**src/rtl/zx48_pkg.sv**
```systemverilog
// rtl/zx48_pkg.sv - shared state encoding and write-cycle length for mem_loader
// LOADER_VERIFY_EN adds the read-back states V1..V3.
package zx48_pkg;

    localparam int STATE_W   = 4;
    localparam int CYCLE_LEN = 3;

    localparam logic [STATE_W-1:0] ST_IDLE = 4'd0;
    localparam logic [STATE_W-1:0] ST_REQ  = 4'd1;
    localparam logic [STATE_W-1:0] ST_WAIT = 4'd2;
    localparam logic [STATE_W-1:0] ST_T1   = 4'd3;
    localparam logic [STATE_W-1:0] ST_T2   = 4'd4;
    // The write cycle occupies CYCLE_LEN consecutive codes starting at T1.
    localparam logic [STATE_W-1:0] ST_T3   = ST_T1 + 4'(CYCLE_LEN - 1);
    localparam logic [STATE_W-1:0] ST_NEXT = 4'd6;
    localparam logic [STATE_W-1:0] ST_REL  = 4'd7;
`ifdef LOADER_VERIFY_EN
    localparam logic [STATE_W-1:0] ST_V1   = 4'd8;
    localparam logic [STATE_W-1:0] ST_V2   = 4'd9;
    localparam logic [STATE_W-1:0] ST_V3   = 4'd10;
`endif

endpackage

```
**src/rtl/mem_loader.sv**
```systemverilog
// rtl/mem_loader.sv - streams bytes into CPU memory via Z80-style write cycles after bus request
// LOADER_VERIFY_EN adds a read-back of each byte and a sticky err flag.
module mem_loader
    import zx48_pkg::*;
(
    input  logic        clock,
    input  logic        reset,
    input  logic        ce,
    input  logic        start,
    input  logic [15:0] base,
    input  logic [15:0] len,
    input  logic [7:0]  sD,
    input  logic        sValid,
    output logic        sReady,
    output logic        busrq,
    input  logic        busak,
    output logic        mreq,
    output logic        wr,
    output logic        rd,
    output logic [15:0] a,
    output logic [7:0]  d,
    input  logic [7:0]  q,
    output logic        busy,
    output logic        done,
    output logic        err
);

    logic [STATE_W-1:0] state;
    logic [STATE_W-1:0] state_nx;
    logic [15:0]        count;
    logic               take;

    // A byte is only taken while the bus is still granted.
    assign take = sValid && !busak;

    always_comb begin
        state_nx = state;
        case (state)
            ST_IDLE: if (start && (len != 16'd0)) state_nx = ST_REQ;
            ST_REQ:  if (!busak) state_nx = ST_WAIT;
            ST_WAIT: if (take) state_nx = ST_T1;
            ST_T1:   state_nx = ST_T2;
            ST_T2:   state_nx = ST_T3;
`ifdef LOADER_VERIFY_EN
            ST_T3:   state_nx = ST_V1;
            ST_V1:   state_nx = ST_V2;
            ST_V2:   state_nx = ST_V3;
            ST_V3:   state_nx = ST_NEXT;
`else
            ST_T3:   state_nx = ST_NEXT;
`endif
            ST_NEXT: state_nx = (count == 16'd1) ? ST_REL : ST_WAIT;
            ST_REL:  state_nx = ST_IDLE;
            default: state_nx = ST_IDLE;
        endcase
    end

    always_ff @(posedge clock) begin
        if (!reset) begin
            state <= ST_IDLE;
            a     <= 16'h0000;
            d     <= 8'h00;
            count <= 16'd0;
            done  <= 1'b0;
        end else begin
            done <= 1'b0;
            if (ce) begin
                state <= state_nx;
                case (state)
                    ST_IDLE: begin
                        if (start) begin
                            if (len != 16'd0) begin
                                a     <= base;
                                count <= len;
                            end else begin
                                done <= 1'b1;
                            end
                        end
                    end
                    ST_WAIT: if (take) d <= sD;
                    ST_NEXT: begin
                        a     <= a + 16'd1;
                        count <= count - 16'd1;
                    end
                    ST_REL:  done <= 1'b1;
                    default: ;
                endcase
            end
        end
    end

`ifdef LOADER_VERIFY_EN
    always_ff @(posedge clock) begin
        if (!reset) begin
            err <= 1'b0;
        end else if (ce) begin
            if ((state == ST_IDLE) && start) begin
                err <= 1'b0;
            end else if ((state == ST_V3) && (q != d)) begin
                err <= 1'b1;
            end
        end
    end

    assign mreq = !((state == ST_T2) || (state == ST_T3) ||
                    (state == ST_V2) || (state == ST_V3));
    assign rd   = !((state == ST_V2) || (state == ST_V3));
`else
    logic unused_q;
    assign unused_q = ^q;

    assign err  = 1'b0;
    assign mreq = !((state == ST_T2) || (state == ST_T3));
    assign rd   = 1'b1;
`endif

    assign wr     = !((state == ST_T2) || (state == ST_T3));
    // ce is folded in so that sValid && sReady alone marks a consumed byte.
    assign sReady = (state == ST_WAIT) && ce && !busak;
    assign busrq  = (state == ST_IDLE) || (state == ST_REL);
    assign busy   = (state != ST_IDLE);

endmodule

```
**config.mk**
```make
export PLATFORM = sky130hd
export DESIGN_NAME = mem_loader
export DESIGN_NICKNAME = d
export VERILOG_FILES = /design/src/rtl/zx48_pkg.sv /design/src/rtl/mem_loader.sv
export SDC_FILE = /design/constraint.sdc
export NUM_CORES = 1
export LEC_CHECK = 0
export BUFFER_PORTS_ARGS = -buffer_cell sky130_fd_sc_hd__buf_2
export CAP_MARGIN = 10
export CORE_MARGIN = 2
export CORE_UTILIZATION = 55
export DETAILED_ROUTE_END_ITERATION = 6
export HOLD_SLACK_MARGIN = 0.03
export PLACE_DENSITY = 0.84
export SLEW_MARGIN = 20
export SYNTH_ARGS = -nofsm -noshare
export SYNTH_HDL_FRONTEND = slang
export SYNTH_SLANG_ARGS = --single-unit
export TNS_END_PERCENT = 30
```
**constraint.sdc**
```tcl
create_clock -name clock -period 4 [get_ports clock]
set_input_delay 0.2 -clock clock [delete_from_list [all_inputs] [get_ports clock]]
set_output_delay 0.2 -clock clock [all_outputs]
set_load 0.02 [all_outputs]
```
==> results by group <==
Setup path
  – WP buf/inv: 1
  – Slowest cell on the critical path: a32o_1
  – CP Data Arrival Time: 2.67 ns
  – CP top delay family: compound AO/OA/AOI/OAI gates
  – Worst Path Required: 4.20 ns
  – R2r setup slk: 1.53 ns
  – Cells on worst reg2reg path: 5
  – Critical path launch point type: flip-flop
  – Crit Path Max Fanout: 25
  – CP Capture Type: flip-flop
  – Reg2reg end: count[0]
  – Max stage delay on crit path: 0.73 ns
  – Worst-path cell chain: and3b_1, buf_4, a32o_1, o21ai_0, a221oi_1
  – Worst reg2reg startpoint: state[1]
  – Crit Path Class: flip-flop to flip-flop

Floorplanning
  – Die W: 73.0 um
  – Vert. Die Dim: 73.0 um
  – Rows: 25
  – Full die area: 5330 sq um
  – Initial Utilization: 56.2%
  – Placeable core area: 4660 sq um
  – IO Count: 86

Logic synthesis
  – Ys async rst share: 0%
  – Synthesized cell area: 2620 sq um
  – Syn_area_per_cell: 7.28 sq um
  – Post-synthesis cell count: 360
  – Synth Register Bits: 44
  – Post-Syn Nets: 417
  – Post-synth cell types: 49
  – Share of the synthesized area in the top cell type: 33.6%
  – Yosys top cell by area: dfxtp_1
  – Cell with the most instances after synthesis: nand2_1
  – Register area share after synthesis: 33.6%
  – Post-synth EDFFs: 0
  – Synth warnings: 0
  – Synth area leaders: dfxtp_1 34%, a21oi_1 8.4%, nand2_1 8.0%
  – Commonest cells post-synth: 56 x nand2_1, 44 x a21oi_1, 44 x dfxtp_1
  – Top FF cell, synth: dfxtp_1

Clock network
  – Root Driver: clkbuf_8
  – Worst skew pair latency: 0.30 ns
  – Hold bufs inserted after CTS: 0
  – Clock-pin slew on the worst setup and hold paths: 0.09 ns
  – Post-CTS sizing: 0
  – Setup Fix Bufs, Post-CTS: 0
  – CTS max path bufs: 2
  – CTS tree: yes
  – H-tree depth: 2
  – Clock Sinks: 44
  – TritonCTS Buffers: 5

Timing
  – Slew HR: 44.4%
  – Final period utilization: 61.7%
  – Final setup vio count: 0
  – Fmax: 406 MHz
  – Final WS setup: 1.53 ns
  – Worst slew pin tran: 0.835 ns
  – Unrepaired setup endpoints after global routing: no
  – Endpoints failing hold: 0
  – Clock skew: 0.00434 ns
  – Final slew viol count: 0
  – Tmin final: 2.47 ns
  – Setup tns final: 0 ns

Global route
  – First-pass GRT wire length: 11,200 um
  – Vias in the first global route: 2,582
  – Remaining global-route overflow: 0
  – GRT Total Usage: 26.1%
  – Largest net degree at the start of global routing: 68
  – Initial antenna violation count: 0

Power
  – PD cells: 344 nW/um^2
  – Lkg Pwr: 1.27 nW
  – Peak supply drop: 0.195 mV

Placed design
  – Routability cong.: 0.841
  – Cell Area, Placed: 2970 sq um
  – Setup WS pre-CTS: 1.60 ns
  – # port buffers: 75
  – Detailed Place HPWL: 4720 um

Routing
  – Drt total wl: 6960 um
  – Post-DRT Antenna Nets: 0
  – Vias: 2,870
  – Post-route DRC violation count: 0
  – Vias per cell: 6.11
  – Wire per inst: 14.8 um
  – First-pass DRT Iterations: 4
  – Iter 0 DRT Violations: 181

Worst hold path
  – Worst Hold Endpoint: d[4]
  – Worst hold start: sD[4]
  – Class of the most critical hold timing path: input pin to flip-flop
  – Hold Path Stages: 3

Final layout
  – Layout cells sized above 1: 23.6%
  – Fin nets: 472
  – Final Cell Area: 3080 sq um
  – Area grow syn2layout: 17.7%
  – # diodes: 0

Flow run
  – # Max-Cap Violations: 0

Outcome
  – Outcome: complete, no violations
## flip-flops by register name, summed over array words and instances (netlist names)
| register | flops |
|---|---|
| d | 8 |
| done | 1 |
| a | 16 |
| state | 3 |
| count | 16 |
## worst reg2reg max path, cell delays in order, from the launching register on
cell	delay, ns
dfxtp_1	0.60
and3b_1	0.22
buf_4	0.29
a32o_1	0.73
o21ai_0	0.20
a221oi_1	0.32
## area by class of cell
cell class | count | area [sq um]
fill | 427 | 1580
multi-input combinational | 277 | 1590
sequential | 44 | 881
clock buffer | 5 | 68.8
clock inverter | 3 | 42.5
inverter | 8 | 30.0
tap | 54 | 67.6
timing repair buffer | 79 | 405
## cells by family (layout without fill, tap and decap cells)
kind of cell / Yosys count / in the layout / synth area share (%)
compound gates: 120 / 120 / 28.9
xor+xnor: 1 / 1 / 0.334
fa+ha+maj: 3 / 3 / 1.43
buf+inv: 39 / 95 / 6.06
flops: 44 / 44 / 33.6
mux: 1 / 1 / 0.382
other cells: 2 / 2 / 0.287
simple gates: 150 / 150 / 29.0
## placed cells by master, fill, tap and decap left out, types with 4 or more instances in the layout
master / netlist / final
o211ai_1: 9 / 9
or3_1: 4 / 4
and3_1: 4 / 4
o32ai_1: 6 / 6
a21oi_1: 44 / 44
nor2_1: 20 / 20
a31oi_1: 4 / 4
buf_2: 1 / 75
o31ai_1: 11 / 11
inv_1: 7 / 7
nand4_1: 5 / 5
dfxtp_1: 44 / 44
nor3_1: 9 / 9
nand2_1: 56 / 56
nand3_1: 22 / 22
clkbuf_8: 0 / 5
or2_2: 4 / 4
o21ai_0: 23 / 23
nor4_1: 6 / 6
buf_4: 3 / 4
## worst max-delay path by stage
stage          cells past startpoint  startpoint  slack (ns)       end
6_report                           5    state[1]        1.53  count[0]
5_1_grt                            5    state[1]        1.38  count[0]
4_1_cts                            5    state[1]        1.57  count[0]
3_5_place_dp                       5    state[1]        1.60  count[0]
3_3_place_gp                       5    state[1]        1.67  count[0]
2_1_floorplan                      6        a[0]        1.96     a[14]
## layer usage
layer | vias up | wire length [um] | track usage [%]
met4 | 0 | 69 | 8.44
met5 | - | 0 | 0
met3 | 8 | 457 | 4.28
met2 | 105 | 3460 | 46.0
met1 | 1328 | 2970 | 32.1
li1 | 1429 | - | -
## through the flow
step	total power, mW	hold WS [ns]	util (%)	cells
final	1.06	0.148	66.2	470
after floorplan	0.649	0.316	-	360
after detailed placement	0.720	0.446	63.8	462
after CTS	1.06	0.141	66.2	470
after global placement	0.714	0.441	63.8	462
after global routing	1.10	0.145	66.2	470
## power breakdown
group	leakage [nW]	switching [mW]	total [mW]	internal [mW]
clock	0.0541	0.162	0.346	0.185
combinational	0.861	0.132	0.220	0.0879
sequential	0.358	0.0322	0.493	0.461
total	1.27	0.326	1.06	0.734
Power figures use the tool's default switching activity.
